--- src/rtl/vga_timing_pkg.sv ---
// Shared VGA timing definitions: mode and state encodings and per-mode line/frame timing.
// The field layout is kept wide so the controller can be built with any coordinate width.
package vga_timing_pkg;

    localparam int REZ_MAX_WIDTH_DEFAULT = 11;
    localparam int PULSE_WIDTH_DEFAULT   = 8;

    typedef enum logic [1:0] {
        MODE_640X480  = 2'd0,
        MODE_800X600  = 2'd1,
        MODE_1024X768 = 2'd2,
        MODE_INVALID  = 2'd3
    } vga_mode_e;

    typedef enum logic [1:0] {
        ST_IDLE   = 2'd0,
        ST_RUN    = 2'd1,
        ST_SWITCH = 2'd2
    } vga_state_e;

    typedef struct packed {
        logic [15:0] total;
        logic [15:0] sync;
        logic [15:0] back_porch;
        logic [15:0] active;
    } axis_timing_t;

    typedef struct packed {
        axis_timing_t h;
        axis_timing_t v;
    } mode_timing_t;

    function automatic axis_timing_t axis_timing(input int total, input int sync,
                                                 input int back_porch, input int active);
        axis_timing_t t;
        t.total      = 16'(total);
        t.sync       = 16'(sync);
        t.back_porch = 16'(back_porch);
        t.active     = 16'(active);
        return t;
    endfunction

    // The invalid encoding never reaches the active mode register; it falls back to 640x480.
    function automatic mode_timing_t mode_timing(input vga_mode_e mode);
        mode_timing_t t;
        case (mode)
            MODE_800X600: begin
                t.h = axis_timing(1056, 128, 88, 800);
                t.v = axis_timing(628, 4, 23, 600);
            end
            MODE_1024X768: begin
                t.h = axis_timing(1344, 136, 160, 1024);
                t.v = axis_timing(806, 6, 29, 768);
            end
            default: begin
                t.h = axis_timing(800, 96, 48, 640);
                t.v = axis_timing(525, 2, 33, 480);
            end
        endcase
        return t;
    endfunction

endpackage

--- src/rtl/vga_timing_controller_axis_counter.sv ---
// One axis (horizontal or vertical) of the raster: wrapping position counter plus
// sync and active-region decode of that registered position.
module vga_axis_counter #(
    parameter int W  = 11,
    parameter int PW = 8
) (
    input  logic          clk,
    input  logic          srst,
    input  logic          en,
    input  logic          clr,
    input  logic [W-1:0]  total,
    input  logic [PW-1:0] sync_len,
    input  logic [W-1:0]  act_start,
    input  logic [W-1:0]  act_len,
    output logic [W-1:0]  cnt,
    output logic [W-1:0]  coord,
    output logic          wrap,
    output logic          sync_n,
    output logic          active
);

    logic [W-1:0] cnt_reg;
    logic [W-1:0] cnt_next;
    logic [W-1:0] act_end;

    assign wrap    = en && (cnt_reg == (total - W'(1)));
    assign act_end = act_start + act_len;

    // Clear wins over advance so leaving the raster always restarts at the origin.
    always_comb begin
        cnt_next = cnt_reg;
        if (clr) begin
            cnt_next = '0;
        end else if (en) begin
            cnt_next = wrap ? '0 : cnt_reg + W'(1);
        end
    end

    always_ff @(posedge clk) begin
        if (srst) begin
            cnt_reg <= '0;
        end else begin
            cnt_reg <= cnt_next;
        end
    end

    assign cnt    = cnt_reg;
    assign sync_n = (32'(cnt_reg) >= 32'(sync_len));
    assign active = (cnt_reg >= act_start) && (cnt_reg < act_end);
    assign coord  = active ? (cnt_reg - act_start) : '0;

endmodule

--- src/rtl/vga_timing_controller.sv ---
// VGA raster timing generator with three selectable modes; mode changes are queued and
// applied only at a frame boundary (or when restarting from idle) so no frame is torn.
module vga_timing_controller
    import vga_timing_pkg::*;
#(
    parameter int REZ_MAX_WIDTH = REZ_MAX_WIDTH_DEFAULT,
    parameter int PULSE_WIDTH   = PULSE_WIDTH_DEFAULT
) (
    input  logic                     Clk,
    input  logic                     Rst,
    input  logic                     En,
    input  logic                     Pix_en,
    input  logic                     Mode_req,
    input  logic [1:0]               Mode_sel,
    output logic                     Mode_ack,
    output logic                     Mode_err,
    output logic                     Busy,
    output logic                     Hsync,
    output logic                     Vsync,
    output logic                     De,
    output logic [REZ_MAX_WIDTH-1:0] Pixel_x,
    output logic [REZ_MAX_WIDTH-1:0] Pixel_y,
    output logic                     Frame_start
);

    vga_state_e   state_reg;
    vga_state_e   state_next;
    vga_mode_e    mode_reg;
    vga_mode_e    pend_mode_reg;
    logic         busy_reg;
    logic         ack_reg;
    logic         err_reg;
    logic         cnt_clr;
    logic         apply_pend;
    logic         running;
    logic         req_valid;
    logic         req_invalid;
    mode_timing_t timing;

    logic                     h_en, h_wrap, h_sync_n, h_act;
    logic                     v_en, v_wrap, v_sync_n, v_act;
    logic [REZ_MAX_WIDTH-1:0] h_cnt, h_coord, v_cnt, v_coord;

    assign timing      = mode_timing(mode_reg);
    assign running     = (state_reg == ST_RUN);
    assign req_invalid = Mode_req && (Mode_sel == MODE_INVALID);
    assign req_valid   = Mode_req && (Mode_sel != MODE_INVALID);

    assign h_en = running && Pix_en;
    assign v_en = h_en && h_wrap;

    vga_axis_counter #(.W(REZ_MAX_WIDTH), .PW(PULSE_WIDTH)) u_h_axis (
        .clk       (Clk),
        .srst      (Rst),
        .en        (h_en),
        .clr       (cnt_clr),
        .total     (REZ_MAX_WIDTH'(timing.h.total)),
        .sync_len  (PULSE_WIDTH'(timing.h.sync)),
        .act_start (REZ_MAX_WIDTH'(timing.h.sync + timing.h.back_porch)),
        .act_len   (REZ_MAX_WIDTH'(timing.h.active)),
        .cnt       (h_cnt),
        .coord     (h_coord),
        .wrap      (h_wrap),
        .sync_n    (h_sync_n),
        .active    (h_act)
    );

    vga_axis_counter #(.W(REZ_MAX_WIDTH), .PW(PULSE_WIDTH)) u_v_axis (
        .clk       (Clk),
        .srst      (Rst),
        .en        (v_en),
        .clr       (cnt_clr),
        .total     (REZ_MAX_WIDTH'(timing.v.total)),
        .sync_len  (PULSE_WIDTH'(timing.v.sync)),
        .act_start (REZ_MAX_WIDTH'(timing.v.sync + timing.v.back_porch)),
        .act_len   (REZ_MAX_WIDTH'(timing.v.active)),
        .cnt       (v_cnt),
        .coord     (v_coord),
        .wrap      (v_wrap),
        .sync_n    (v_sync_n),
        .active    (v_act)
    );

    // v_wrap already implies the last pixel of the frame was consumed this cycle.
    always_comb begin
        state_next = state_reg;
        cnt_clr    = 1'b0;
        apply_pend = 1'b0;
        case (state_reg)
            ST_IDLE: begin
                cnt_clr = 1'b1;
                if (En) begin
                    state_next = ST_RUN;
                    apply_pend = busy_reg;
                end
            end
            ST_RUN: begin
                if (!En) begin
                    state_next = ST_IDLE;
                    cnt_clr    = 1'b1;
                end else if (v_wrap && busy_reg) begin
                    state_next = ST_SWITCH;
                    cnt_clr    = 1'b1;
                    apply_pend = 1'b1;
                end
            end
            ST_SWITCH: begin
                cnt_clr    = 1'b1;
                state_next = ST_RUN;
            end
            default: begin
                cnt_clr    = 1'b1;
                state_next = ST_IDLE;
            end
        endcase
    end

    always_ff @(posedge Clk) begin
        if (Rst) begin
            state_reg <= ST_IDLE;
        end else begin
            state_reg <= state_next;
        end
    end

    // A request arriving on the same edge as an apply becomes the next pending change.
    always_ff @(posedge Clk) begin
        if (Rst) begin
            mode_reg      <= MODE_640X480;
            pend_mode_reg <= MODE_640X480;
            busy_reg      <= 1'b0;
            ack_reg       <= 1'b0;
            err_reg       <= 1'b0;
        end else begin
            ack_reg <= apply_pend;
            err_reg <= req_invalid;
            if (apply_pend) begin
                mode_reg <= pend_mode_reg;
                busy_reg <= 1'b0;
            end
            if (req_valid) begin
                pend_mode_reg <= vga_mode_e'(Mode_sel);
                busy_reg      <= 1'b1;
            end
        end
    end

    assign Hsync       = running ? h_sync_n : 1'b1;
    assign Vsync       = running ? v_sync_n : 1'b1;
    assign De          = running && h_act && v_act;
    assign Pixel_x     = De ? h_coord : '0;
    assign Pixel_y     = De ? v_coord : '0;
    assign Frame_start = running && Pix_en && (h_cnt == '0) && (v_cnt == '0);
    assign Mode_ack    = ack_reg;
    assign Mode_err    = err_reg;
    assign Busy        = busy_reg;

endmodule
--- config.mk ---
export PLATFORM = sky130hd
export DESIGN_NAME = vga_timing_controller
export DESIGN_NICKNAME = d
export VERILOG_FILES = /design/src/rtl/vga_timing_pkg.sv /design/src/rtl/vga_timing_controller_axis_counter.sv /design/src/rtl/vga_timing_controller.sv
export SDC_FILE = /design/constraint.sdc
export NUM_CORES = 1
export LEC_CHECK = 0
export BUFFER_PORTS_ARGS = -buffer_cell sky130_fd_sc_hd__buf_2
export CAP_MARGIN = 20
export CORE_MARGIN = 1.5
export CORE_UTILIZATION = 50
export CTS_CLUSTER_DIAMETER = 100
export CTS_CLUSTER_SIZE = 10
export DETAILED_ROUTE_END_ITERATION = 10
export GPL_TIMING_DRIVEN = 1
export PLACE_DENSITY = 0.73
export SETUP_SLACK_MARGIN = 0.02
export SLEW_MARGIN = 20
export SYNTH_ARGS = -nofsm -noshare
export SYNTH_HDL_FRONTEND = slang
export SYNTH_SLANG_ARGS = --single-unit
--- constraint.sdc ---
create_clock -name Clk -period 2.9 [get_ports Clk]
set_input_delay 0.29 -clock Clk [delete_from_list [all_inputs] [get_ports Clk]]
set_output_delay 0.29 -clock Clk [all_outputs]
set_load 0.005 [all_outputs]
== Word-level counts from Yosys, hierarchy flattened ==
Index checks and enable logic that the tools add are counted.
W data, S select, Z words.
Cells by class
  $add $sub $neg: 10
  $mul: 0
  divide/modulo/power cells: 0
  order comparisons: 6
  equality and inequality tests: 10
  shift operators: 0
  multiplexer cells: 21
  bitwise gates (word level): 0
  reductions and logical operators: 19
Operators by type and width (count)
  $pmux W123 S2: 1
  $mux W11: 6
  $add A11 B11 Y11: 4
  $add A11 B1 Y11 const B: 2
  $eq A11 B11 Y1: 2
  $ge A11 B11 Y1: 2
  $ge A11 B8 Y1: 2
  $logic_not A11 Y1: 2
  $lt A11 B11 Y1: 2
  $sub A11 B1 Y11 const B: 2
  $sub A11 B11 Y11: 2
  $logic_and A1 B1 Y1: 13
  $mux W1: 9
  $eq A2 B2 Y1 const B: 3
  $mux W2: 3
  $pmux W2 S3: 1
  $eq A2 B1 Y1 const B: 2
  $ne A2 B2 Y1 const B: 2
  $ne A3 B2 Y1 const B: 1
  $logic_not A2 Y1: 1
  $pmux W1 S2: 1
  $reduce_and A2 Y1: 1
  $reduce_bool A2 Y1: 1
  $reduce_or A2 Y1: 1
Storage, ports and cells
  register bits after elaboration: 31
  bits in latches: 0
  RAM bits: 0
  memory bits (read-only): 0
  bits of input ports: 7
  output and inout port bits: 29
  word-level logic and storage cells: 74
  memories kept: 0

== Depth between registers and ports, before layout ==
  word-level depth: 13
  gate-level depth with buffers: 12
  mapped depth without buffers: 10

== By module ==
A second synthesis with hierarchy kept.
Unflattened totals
  cell total of the unflattened synthesis: 691
  area, all modules: 5129.9 um^2
By module, submodules not included
  vga_axis_counter (u_v_axis): times used 1, cells each 304, area each 2255.9 um^2, sequential area each 220.2 um^2
  vga_axis_counter (u_h_axis): times used 1, cells each 298, area each 2182.1 um^2, sequential area each 220.2 um^2
  vga_timing_controller: times used 1, cells each 89, area each 691.9 um^2, sequential area each 180.2 um^2

== Least setup slack after synthesis ==
No wires, ideal clock.
  kind: reg2out
  start: reg mode_reg[0]
  end: out Pixel_y[6]
  arrival: 2643 ps
  required time: 2610 ps
  path slack: -33 ps
  stages on the path, launching flop included: 13
  path buffers: 2
  path through: dfxtp_1 -> inv_1 -> ha_1 -> buf_2 -> inv_1 -> ha_1 -> fa_1 -> nor2b_1 -> a211oi_1 -> o211ai_1 -> nand4_1 -> clkbuf_1 -> nor3_1
Between the ends
  cells in the longest elaborated chain, start to end: 9
  elaborated cells on any way between the ends: 18
  those cells by class: 5 x add/sub; 4 x order compare; 2 x eq/ne; 3 x mux; 4 x reduce/logical
Ends and longest elaborated chain
  from (decl): RTL line vga_timing_controller.sv:28  | vga_mode_e mode_reg;
  from (signal assigned): RTL line vga_timing_controller.sv:138  | mode_reg <= pend_mode_reg;
  $eq A2 B2 Y1 / $eq A2 B1 Y1 (equally long branches): RTL line vga_timing_pkg.sv:46  | case (mode)
  $pmux W123 S2 *: RTL line vga_timing_pkg.sv:46
  $add A11 B11 Y11: RTL line vga_timing_controller.sv:59  | .act_start (REZ_MAX_WIDTH'(timing.h.sync + timing.h.back_porch)),
  $add A11 B11 Y11: RTL line vga_timing_controller_axis_counter.sv:27  | assign act_end = act_start + act_len;
  $lt A11 B11 Y1: RTL line vga_timing_controller_axis_counter.sv:49  | assign active = (cnt_reg >= act_start) && (cnt_reg < act_end);
  $logic_and A1 B1 Y1: RTL line vga_timing_controller_axis_counter.sv:49
  $logic_and A1 B1 Y1 (2 in series): RTL line vga_timing_controller.sv:150  | assign De = running && h_act && v_act;
  $mux W11 *: RTL line vga_timing_controller.sv:152  | assign Pixel_y = De ? v_coord : '0;
  to (decl): RTL line vga_timing_controller.sv:22  | output logic [REZ_MAX_WIDTH-1:0] Pixel_y,
Every way passes the cells marked *; elsewhere a longest branch is shown, timed or not.

== Worst setup path in the final report ==
  start: reg mode_reg[0]
  end: out Pixel_x[8]
Between the ends
  cells in the longest elaborated chain, start to end: 9
  elaborated cells on any way between the ends: 18
  those cells by class: 5 x add/sub; 4 x order compare; 2 x eq/ne; 3 x mux; 4 x reduce/logical
Ends and longest elaborated chain
  $eq A2 B2 Y1 / $eq A2 B1 Y1 (equally long branches): RTL line vga_timing_pkg.sv:46
  $pmux W123 S2 *: RTL line vga_timing_pkg.sv:46
  $add A11 B11 Y11: RTL line vga_timing_controller.sv:59
  $add A11 B11 Y11: RTL line vga_timing_controller_axis_counter.sv:27
  $lt A11 B11 Y1: RTL line vga_timing_controller_axis_counter.sv:49
  $logic_and A1 B1 Y1: RTL line vga_timing_controller_axis_counter.sv:49
  $logic_and A1 B1 Y1 (2 in series): RTL line vga_timing_controller.sv:150
  $mux W11 *: RTL line vga_timing_controller.sv:151  | assign Pixel_x = De ? h_coord : '0;
  to (decl): RTL line vga_timing_controller.sv:21  | output logic [REZ_MAX_WIDTH-1:0] Pixel_x,
Marked as above.

==> impl_metrics.ini <==
[status]
status = complete, but fails checks
violated_checks = negative setup slack

[placement]
gp_congestion = 0.9361
place.port_buffers = 35
detailed_place_hpwl_mm = 5.794

[cts]
cts.path.max_buffers = 2
worstSkewPairLatency_ps = 290
cts_tree = built
clkTransAtPathRegs_ps = 60
clock_tree.htree_level_count = 2
cts.root.buffer_cell = clkbuf_8
cts-buffers-inserted = 5
clock_sink_count = 31

[pwr]
power.clock.fraction_pct = 40.5
power.combinational.fraction_pct = 9.3
ir_worst_vdd_uv = 288.3
power.leakage_nw = 1.494
final_total_pwr_mw = 0.8671
sw_frac_of_total_pct = 24.54
cellInternalPower_mw = 0.6543
power.switching_mw = 0.2128
sequential_share_of_power_pct = 50.2
powerDensity_nw_per_um2 = 237.0

[worst_setup_path]
crit_fanout = 6
crit_type = reg2out
setup.worst_path.start = mode_reg[0]
reg2reg_from = mode_reg[1]
critPathLaunchType = flop
r2r_setup_slack_ps = 520
critPathArrivalTime_ps = 2720
required_time_worst_endpoint_ps = 2610
reg2regPathDepth = 8
worst_setup_path_end_kind = primary output
critical_path.reg2reg.endpoint = u_v_axis.cnt[3]

[sta]
setup_ws_ps = -113.9
finClkSkew_ps = 6.913
relative_slew_slack_pct = 64.78
timing_max_transition_violations_final = 0
fmax_mhz = 331.8
worst-slew-pin-transition_ps = 523.4
final-hold-violation-count = 0
finalSetupViolCount = 22
min_period_ps = 3014
final.period_utilization_pct = 103.9
rsz_0062_raised_after_global_routing = yes
fin_hold_ws_ps = 278.1

[grt]
grt_antenna_before_repair = 0
track_usage_pct = 27.04
wire_length_of_the_first_global_routing_pass_mm = 13.17
grt.overflow.total = 0
grt_max_degree = 14
via_count_of_the_first_global_routing_pass = 2656

[floorplanning]
design.core.area_um2 = 5540
die_h_um = 78.88
start_util_pct = 51.96
io-pin-count = 36
die_w_um = 78.88
die-area_um2 = 6222
core.rowCount = 27

[layout]
drive_above_1_share_pct = 29.53
layout-area-overhead-vs-synth_pct = 27.08
layout.nets = 474
insertedDiodeCount = 0

[routing]
detailedRoute.firstPassIterationCount = 4
detailroute.via_count = 2983
drcViolationCount = 0
post_drt_via_cell_ratio = 5.942
routed_wire_length_per_instance_um = 16.71
dr.first_iter.drc_count = 279
detail-route-antenna-nets = 0
postRouteWirelength_mm = 8.386

[worst_hold_path]
min_delay_path_depth = 3
hold_path_end = Busy
min-delay-start = Mode_req
hold_path.class = in2reg

[logic_synthesis]
synth_cells = 369
synth-edff-count = 0
commonest_register_cell_after_synthesis = dfxtp_1
yosysWarnings = 0
synth.distinct_cells = 60
synth_area_um2 = 2879
number_of_synthesized_register_bits = 31
synth_seq_area_share_pct = 21.56
ys_async_sr_fraction_pct = 0
syn-mean-instance-area_um2 = 7.802

[run]
max_cap_viol_count = 0
==> what timing repair did <==
| action | in CTS | in global routing |
|---|---|---|
| gates resized for setup | 35 | 22 |
| pin swaps | 4 | 8 |
| cloned | 3 | 0 |
| endpoints found under the setup margin | 23 | 23 |
| setup buffers | 4 | 4 |
| hold buffers | 0 | 0 |
| endpoints found under the hold margin | 0 | 0 |
==> cell usage in the layout, fill, tap and decap left out, drive strengths merged, types with 3 or more instances in the layout <==
cell type / instances
or3: 4
nand4: 8
and3: 3
o211ai: 4
nand2: 30
nor3b: 4
clkbuf: 6
nor3: 29
nand2b: 7
buf: 70
ha: 36
dfxtp: 31
a21oi: 12
a21o: 4
nor2b: 6
inv: 21
nand3: 17
xnor2: 19
o21ai: 9
xor2: 11
a211oi: 5
nor4: 10
nand4b: 4
nand3b: 6
o21a: 3
nor2: 38
==> logic make-up (layout without fill, tap and decap cells) <==
logic type | Yosys count | in the layout | share of synthesized area [%]
AND/OR/NAND/NOR | 177 | 177 | 33.38
AO/OA/AOI/OAI | 53 | 53 | 13.17
buffers and inverters | 38 | 98 | 5.606
adder cells (fa/ha/maj) | 37 | 37 | 16.34
flip-flops | 31 | 31 | 21.56
XOR/XNOR | 30 | 30 | 9.126
multiplexers | 2 | 2 | 0.6954
other | 1 | 2 | 0.1303
==> Yosys cell counts (2+ instances only) <==
master,count,area (um2)
inv_1,21,78.83
a31o_2,2,17.52
o31ai_1,2,15.01
o21a_1,3,22.52
nand3_1,17,85.08
nand2b_1,7,43.79
nand4_1,7,43.79
and4b_1,2,20.02
o21ai_0,7,35.03
and3_1,2,12.51
clkbuf_1,4,15.01
a211oi_1,5,37.54
nor3_1,28,140.1
ha_1,36,450.4
a21o_1,4,30.03
or3_1,4,25.02
nor3b_1,4,30.03
a31oi_1,2,12.51
nand2_1,29,108.9
nor4_1,9,56.30
xor2_1,11,96.34
buf_2,12,60.06
nor2_1,38,142.6
mux2i_1,2,20.02
nand4b_1,4,35.03
nand3b_1,6,45.04
o211ai_1,4,30.03
a21oi_1,12,60.06
dfxtp_1,31,620.6
nor2b_1,6,37.54
xnor2_1,19,166.4
==> final cells by class <==
class                      count  area, um2
sequential                    31      623.1
inverter                      21      83.83
multi-input combinational    301       2306
fill                         483       1882
timing repair buffer          70      467.9
clock buffer                   6      82.58
tap                           72      90.09
clock inverter                 1      5.005
==> metal layers <==
| layer | vias up | wire (um) | global-route usage [%] |
|---|---|---|---|
| met5 | - | 0 | 0 |
| met4 | 0 | 204 | 11.05 |
| met3 | 23 | 512 | 4.828 |
| met2 | 126 | 3941 | 43.02 |
| met1 | 1396 | 3727 | 36.06 |
| li1 | 1438 | - | - |
==> power groups by stage <==
stage | clock network, mW | logic [mW] | registers, mW
finish | 0.351 | 0.0809 | 0.435
global route | 0.375 | 0.0893 | 0.436
CTS | 0.356 | 0.0751 | 0.435
detailed placement | 0 | 0.0713 | 0.445
global placement | 0 | 0.0696 | 0.444
floorplan | 0 | 0.0457 | 0.444
==> metrics by stage <==
stage	utilization, %	setup slack (ps)	TNS, ps	cells	instance area [um2]
2_1_floorplan	-	20.95	0	370	2887
3_3_place_gp	58.63	158.8	0	484	3248
3_5_place_dp	58.63	51.92	0	484	3248
4_1_cts	63.41	-65.90	-207.5	498	3513
5_1_grt	66.03	-172.0	-2794	502	3659
6_report	66.03	-113.9	-1621	502	3659
==> critical path, cell delays in order, from the launching register on <==
cell and delay, ps:
dfxtp_2 340, inv_2 50, ha_4 280, inv_4 50, ha_4 150, fa_2 340
nor2b_2 150, a211oi_2 50, o211ai_1 170, nand4_1 150, buf_4 180, buf_8 140
nor4b_4 250, buf_2 150
==> worst max-delay path by stage <==
| stage | endpoint |
|---|---|
| floorplan | Pixel_x[2] |
| global placement | Pixel_x[2] |
| detailed placement | Pixel_x[8] |
| CTS | Pixel_x[8] |
| global route | Pixel_x[8] |
| finish | Pixel_x[8] |
Note: power is estimated with default switching activity, not from simulation.
